**src/rtl/bf16_cvt_arbiter.sv**
```systemverilog
// Round-robin front end sharing one BF16->FP32 converter between NREQ requesters.
// Tags track conversions in flight; results return in issue order through a credit-protected FIFO.
module bf16_cvt_arbiter #(
    parameter int NREQ       = 4,
    parameter int CVT_LAT    = 1,
    parameter int FIFO_DEPTH = 4,
    parameter int IDW        = $clog2(NREQ)
) (
    input  logic                 clk,
    input  logic                 reset,
    input  logic [NREQ-1:0]      req_valid,
    output logic [NREQ-1:0]      req_ready,
    input  logic [NREQ*16-1:0]   req_data,
    output logic [15:0]          cvt_operand_a,
    input  logic [31:0]          cvt_result,
    input  logic                 cvt_invalid,
    input  logic                 cvt_overflow,
    input  logic                 cvt_underflow,
    input  logic                 cvt_inexact,
    output logic                 rsp_valid,
    input  logic                 rsp_ready,
    output logic [IDW-1:0]       rsp_id,
    output logic [31:0]          rsp_result,
    output logic [3:0]           rsp_flags,
    output logic [3:0]           sticky_flags,
    input  logic                 sticky_clr,
    output logic                 busy
);

    localparam int          AW     = $clog2(FIFO_DEPTH);
    localparam int          CW     = $clog2(FIFO_DEPTH + CVT_LAT + 1);
    localparam int unsigned NREQ_U = NREQ;
    localparam int unsigned LAT_U  = CVT_LAT;

    logic [IDW-1:0]   r_rr_ptr;
    logic [CVT_LAT-1:0] r_tag_vld;
    logic [IDW-1:0]   r_tag_id [CVT_LAT];
    logic [IDW-1:0]   r_fifo_id  [FIFO_DEPTH];
    logic [31:0]      r_fifo_res [FIFO_DEPTH];
    logic [3:0]       r_fifo_flg [FIFO_DEPTH];
    logic [AW-1:0]    r_wr_ptr;
    logic [AW-1:0]    r_rd_ptr;
    logic [AW:0]      r_count;
    logic [3:0]       r_sticky;

    logic [CW-1:0]    w_inflight;
    logic [CW-1:0]    w_occupancy;
    logic             w_credit;
    logic             w_found;
    logic             w_xfer;
    logic             w_push;
    logic             w_pop;
    logic [IDW-1:0]   w_idx;
    logic [IDW-1:0]   w_gnt_id;
    logic [IDW-1:0]   w_rr_next;
    logic [NREQ-1:0]  w_grant;
    logic [3:0]       w_cvt_flags;

    // Occupancy counts in-flight tags so every issued operand already owns a FIFO slot.
    always_comb begin
        w_inflight = '0;
        for (int unsigned k = 0; k < LAT_U; k++) begin
            w_inflight = w_inflight + CW'(r_tag_vld[k]);
        end
        w_occupancy = CW'(r_count) + w_inflight;
        w_credit    = w_occupancy < CW'(FIFO_DEPTH);
    end

    always_comb begin
        int unsigned idx;
        idx      = 0;
        w_idx    = '0;
        w_grant  = '0;
        w_gnt_id = '0;
        w_found  = 1'b0;
        for (int unsigned k = 0; k < NREQ_U; k++) begin
            idx = 32'(r_rr_ptr) + k;
            if (idx >= NREQ_U) begin
                idx = idx - NREQ_U;
            end
            w_idx = IDW'(idx);
            if (!w_found && req_valid[w_idx]) begin
                w_found          = 1'b1;
                w_gnt_id         = w_idx;
                w_grant[w_idx]   = 1'b1;
            end
        end
        w_xfer    = w_credit && w_found;
        req_ready = w_credit ? w_grant : '0;
        w_rr_next = (w_gnt_id == IDW'(NREQ - 1)) ? '0 : w_gnt_id + 1'b1;
    end

    always_comb begin
        cvt_operand_a = '0;
        for (int unsigned i = 0; i < NREQ_U; i++) begin
            if (w_xfer && w_grant[i]) begin
                cvt_operand_a = req_data[16*i +: 16];
            end
        end
    end

    assign w_cvt_flags = {cvt_invalid, cvt_overflow, cvt_underflow, cvt_inexact};
    assign w_push      = r_tag_vld[CVT_LAT-1];
    assign w_pop       = rsp_valid && rsp_ready;

    always_ff @(posedge clk) begin
        if (reset) begin
            r_rr_ptr  <= '0;
            r_tag_vld <= '0;
            r_wr_ptr  <= '0;
            r_rd_ptr  <= '0;
            r_count   <= '0;
            r_sticky  <= '0;
        end else begin
            if (w_xfer) begin
                r_rr_ptr <= w_rr_next;
            end
            r_tag_vld[0] <= w_xfer;
            for (int unsigned k = 1; k < LAT_U; k++) begin
                r_tag_vld[k] <= r_tag_vld[k-1];
            end
            if (w_push) begin
                r_wr_ptr <= r_wr_ptr + 1'b1;
            end
            if (w_pop) begin
                r_rd_ptr <= r_rd_ptr + 1'b1;
            end
            case ({w_push, w_pop})
                2'b10:   r_count <= r_count + 1'b1;
                2'b01:   r_count <= r_count - 1'b1;
                default: r_count <= r_count;
            endcase
            // A clear coinciding with a push keeps the freshly pushed flags.
            if (sticky_clr) begin
                r_sticky <= w_push ? w_cvt_flags : '0;
            end else if (w_push) begin
                r_sticky <= r_sticky | w_cvt_flags;
            end
        end
    end

    always_ff @(posedge clk) begin
        r_tag_id[0] <= w_gnt_id;
        for (int unsigned k = 1; k < LAT_U; k++) begin
            r_tag_id[k] <= r_tag_id[k-1];
        end
        if (w_push) begin
            r_fifo_id[r_wr_ptr]  <= r_tag_id[CVT_LAT-1];
            r_fifo_res[r_wr_ptr] <= cvt_result;
            r_fifo_flg[r_wr_ptr] <= w_cvt_flags;
        end
    end

    assign rsp_valid    = (r_count != '0);
    assign rsp_id       = r_fifo_id[r_rd_ptr];
    assign rsp_result   = r_fifo_res[r_rd_ptr];
    assign rsp_flags    = r_fifo_flg[r_rd_ptr];
    assign sticky_flags = r_sticky;
    assign busy         = (|r_tag_vld) || rsp_valid;

endmodule

```
**config.mk**
```make
export PLATFORM = sky130hd
export DESIGN_NAME = bf16_cvt_arbiter
export DESIGN_NICKNAME = d
export VERILOG_FILES = /design/src/rtl/bf16_cvt_arbiter.sv
export SDC_FILE = /design/constraint.sdc
export NUM_CORES = 1
export LEC_CHECK = 0
export ABC_AREA = 1
export BUFFER_PORTS_ARGS = -buffer_cell sky130_fd_sc_hd__buf_2
export CAP_MARGIN = 30
export CORE_MARGIN = 1
export CORE_UTILIZATION = 42
export DETAILED_ROUTE_END_ITERATION = 8
export PLACE_DENSITY = 0.72
export SLEW_MARGIN = 20
export SYNTH_ARGS = -nofsm -noshare
export SYNTH_HDL_FRONTEND = slang
export SYNTH_SLANG_ARGS = --single-unit
```
**constraint.sdc**
```tcl
create_clock -name clk -period 6.1 [get_ports clk]
set_input_delay 0 -clock clk [delete_from_list [all_inputs] [get_ports clk]]
set_output_delay 0 -clock clk [all_outputs]
set_load 0.01 [all_outputs]
```
Word-level counts from Yosys, hierarchy flattened
Memories as Yosys holds them, arrays and structs flattened. A register that Yosys moved wholly into a read port is not among the register bits.
Cells that the tools add are included.
Storage, ports and cells
  output and inout bits: 64
  bits in writable memories: 154
  bits in registers: 14
  memories kept: 4
Operators by class
  add/subtract/negate cells: 13
  reduce and logical (&&, ||, !) cells: 20
  bitwise gates (word level): 4
  mux-type cells: 50
  eq/ne operators: 3
  order comparisons: 13
Memories
  r_fifo_res: words 4, width 32, read ports 1, clocked after Yosys merged registers in 1, write ports 1, line 39  | logic [31:0] r_fifo_res [FIFO_DEPTH];
  r_fifo_flg: words 4, width 4, read ports 1, clocked after Yosys merged registers in 1, write ports 1, line 40  | logic [3:0] r_fifo_flg [FIFO_DEPTH];
  r_fifo_id: words 4, width 2, read ports 1, clocked after Yosys merged registers in 1, write ports 1, line 38  | logic [IDW-1:0] r_fifo_id [FIFO_DEPTH];
  r_tag_id: words 1, width 2, read ports 1, clocked after Yosys merged registers in 0, write ports 1, line 37  | logic [IDW-1:0] r_tag_id [CVT_LAT];
Operator list (count)
  16-bit 2-to-1 mux: 4
  4-bit 2-to-1 mux: 8
  2-bit 2-to-1 mux: 15
  4-bit OR: 4
  1-bit 2-to-1 mux: 14
  1-bit logical AND: 13
  2-bit by 3-bit less-than comparator with 1-bit output, second input constant: 4
  3-bit >= comparator, second input constant: 3
  1-bit binary-select mux with 2-bit select: 4
  1-bit demux with 2-bit select: 4
  2-bit by 1-bit >= comparator with 1-bit output, second input constant: 4
  2-bit by 1-bit subtractor with 2-bit output, second input constant: 4
  2-bit by 1-bit adder with 2-bit output, second input constant: 3
  2-bit by 2-bit adder with 3-bit output, second input constant: 2
  3-bit case mux with 2 select lines: 1
  2-bit equality test, second input constant: 2
  2-bit nonzero test: 2
  2-bit by 1-bit adder with 3-bit output, second input constant: 1
  3-bit by 1-bit adder with 3-bit output: 1
  3-bit by 1-bit adder with 3-bit output, second input constant: 1
  2-bit by 3-bit >= comparator with 1-bit output, second input constant: 1
  1-bit zero test: 3
  3-bit less-than comparator, second input constant: 1
  3-bit nonzero test: 1
  other kinds (3): 3

Longest topological paths before layout
  word-level depth: 20
  depth in mapped cells: 16

Least setup slack after synthesis
Ideal clock, no wire load.
  path kind: register -> output
  start point: reg (tool-made name)
  end point: out cvt_operand_a[10]
  cell stages (with the launch flop): 17
  path slack: 3954 ps
  data required time: 6100 ps
  arrival: 2146 ps
  path buffers: 1
  cells stage by stage: dfxtp_1 > inv_2 > ha_1 > inv_1 > nand3_1 > nand2_2 > nand3_1 > nor2_2 > nand2_1 > nand3_4 > nand2_4 > buf_6 > nand2_1 > inv_1 > nand2_1 > nand2_1 > nand2_1
RTL lines
  end: declaration: line 14  | output logic [15:0] cvt_operand_a,

==> flow_summary.ini <==
[outcome]
violations = DRC
status = finished, violations left

[detailed_routing]
dr.pass1.iters = 6
ant_nets = 0
via_per_inst = 4.947
drc = 18
initialDrtViolationCount = 315
num_vias = 5827
routedWlPerCell_um = 14.66
totalWireLength_um = 17270

[floorplan]
die-area_sq_um = 19090
core-area_sq_um = 18090
die_w_um = 138.2
die_h_um = 138.2
rows = 49
io_pins = 172
start_util = 0.4305

[sta]
setup_violations = 0
tightest_slew_ns = 0.7448
rsz0062_at_grt = no
fin_crit_sh = 0.5224
drv_slew = 0
fmax_mhz = 313.8
fin_crit_ns = 3.187
fin_setup_tns_ns = 0
worst_slack_ns = 2.913
finalHoldViolCount = 0
finClkSkew_ns = 0.008666
relSlewSlack = 0.5035

[synth]
synth.avg_cell_area_sq_um = 10.58
ys_seq_elements = 170
ys_warn_count = 0
yosysSeqAreaShare = 0.6325
yosys.area.top_type_share = 0.5862
yosysUniqueCellTypes = 38
yosys.area.top_type = edfxtp_1
syn_area_sq_um = 7786
synthTopCellsByArea = edfxtp_1 59%, nand2_1 7.0%, o21ai_0 4.9%
syn_nets = 857
syn_inst = 736

[grt]
grtUsageTotal = 0.1856
grt_pass1_wl_um = 27360
grt-ovfl-total = 0
grt_pass1_vias = 5509
antenna_found_initial = 0
grt_max_degree = 78

[setup_path]
crit_arrival_ns = 3.19
r2r_end = r_rr_ptr[1]$_SDFFE_PP0N_
cp_max_fo = 53
worstPathRequired_ns = 6.10
worst_setup_path_start_kind = register
r2r_slack_ns = 3.61
worstSetupPathType = register to output port
cp-end-kind = output port
reg2reg_depth = 11

[power_and_ir_drop]
leakage_nw = 4.186
vdd_drop_max_v = 0.0003793
powerDensity_nw_per_um2 = 520.5

[worst_hold_path]
whs_endpoint = r_tag_id[0][1]$_DFF_P_
hp-start = req_valid[3]
holdCritPathClass = primary input to register
min_delay_path_depth = 5

[final_layout]
n_fill_cell = 1556
fin_util = 0.5479
nets = 1057
fin_area_sq_um = 9910
area_growth_pct = 27.27
drive_gt1_frac = 0.2645
n_antenna_cell = 0

[clock_tree]
cts_buffers = 17
clk_latency_ns = 0.43
postCtsSetupBuffers = 0
clockRootBuffer = clkbuf_16
clkTransAtPathRegs_ns = 0.07
cts_sinks = 170
cts_tree = built
cts-htree-levels = 4
ctsLongestPathBuffers = 2

[place]
gp_congestion = 0.9300
portBuffers = 171
pre_cts_slack_ns = 3.352
dpl.hpwl_um = 10600
place_area_sq_um = 8776

[flow_run]
maxCapViolCount = 0
-- layer usage --
layer / part of all wire / GRT usage / vias to the layer above
met3: 0.062 / 0.05057 / 17
met1: 0.43 / 0.2318 / 2677
met2: 0.50 / 0.3166 / 173
met4: 0.011 / 0.05204 / 0
met5: 0 / 0 / -
li1: - / - / 2960
-- worst max-delay path: stages, from the launching register on --
cell,delay (ns)
dfxtp_1,0.55
inv_2,0.19
ha_1,0.38
inv_1,0.11
nand2_1,0.07
nand2_1,0.18
nand2_1,0.12
nand2_4,0.44
nand2_4,0.23
inv_4,0.21
nand2_1,0.07
nand2_1,0.08
buf_2,0.13
-- cell families (layout without fill, tap and decap cells) --
family                     count (synthesis)  after routing  synth area share
buffers and inverters                    101            314           0.05431
xor gates and xnor gates                   2              2          0.002250
and+or+nand+nor                          315            315            0.1927
adders and majority gates                 13             13           0.02185
DFF                                      170            170            0.6325
AOI/OAI and AO/OA                        135            135           0.09642
-- synth_stat cells (all sizes together) --
| master | count |
|---|---|
| a211oi | 3 |
| a21boi | 3 |
| a21oi | 11 |
| buf | 12 |
| clkbuf | 26 |
| clkinv | 6 |
| dfxtp | 18 |
| edfxtp | 152 |
| fa | 1 |
| ha | 12 |
| inv | 57 |
| nand2 | 159 |
| nand2b | 1 |
| nand3 | 31 |
| nand3b | 15 |
| nand4 | 20 |
| nor2 | 86 |
| nor3b | 3 |
| o211ai | 1 |
| o21a | 1 |
| o21ai | 78 |
| o22ai | 38 |
| xor2 | 2 |
-- final cells by class --
| class | count | area, sq um | share of cell area |
|---|---|---|---|
| sequential | 170 | 4926 | 0.4971 |
| tap | 229 | 286.5 | 0.02891 |
| timing repair buffer | 219 | 1366 | 0.1379 |
| inverter | 63 | 239.0 | 0.02412 |
| clock inverter | 15 | 227.7 | 0.02298 |
| multi-input combinational | 465 | 2439 | 0.2461 |
| clock buffer | 17 | 425.4 | 0.04293 |
-- cell usage in the layout, fill, tap and decap left out, drive strengths merged, types with 2 or more instances in the layout --
master	instances
a211oi	3
a21boi	3
a21oi	11
buf	179
bufinv	4
clkbuf	17
clkinv	9
dfxtp	18
dlygate4sd3	40
edfxtp	152
ha	12
inv	65
nand2	159
nand3	31
nand3b	15
nand4	20
nor2	86
nor3b	3
o21ai	78
o22ai	38
xor2	2
-- sequential cells by signal, summed over array words and instances (netlist names), named ones only --
register	count
r_count	3
r_fifo_flg	16
sticky_flags	4
r_rd_ptr	2
r_fifo_res	128
r_tag_vld	1
r_fifo_id	8
r_tag_id	2
r_rr_ptr	1
r_wr_ptr	2
-- repair_timing --
action | in CTS | in global routing
gates resized for setup | 0 | 0
hold endpoints to repair | 158 | 0
hold buffers | 40 | 0
-- power breakdown --
group          total, mW  internal, mW  switching [mW]
registers           1.60          1.53          0.0758
logic               2.38         0.809            1.57
clock network       1.17         0.703           0.469
-- metrics by stage --
stage / power, mW / instances / hold slack [ns]
final: 5.157 / 1178 / 0.1634
after detailed placement: 3.983 / 1102 / 0.2162
after global routing: 5.553 / 1178 / 0.1854
after global placement: 3.969 / 1102 / 0.2140
after CTS: 5.189 / 1174 / 0.1230
after floorplan: 3.298 / 736 / 0.07847
-- how the worst max path moves through the flow --
stage	cells past startpoint	start	end	slack (ns)
2_1_floorplan	16	register	cvt_operand_a[10]	3.95
5_1_grt	12	register	cvt_operand_a[5]	2.58
3_5_place_dp	12	register	cvt_operand_a[14]	3.35
6_report	12	register	cvt_operand_a[14]	2.91
4_1_cts	12	register	cvt_operand_a[14]	2.87
3_3_place_gp	12	register	cvt_operand_a[14]	3.42
Note: power is estimated with default switching activity, not from simulation.
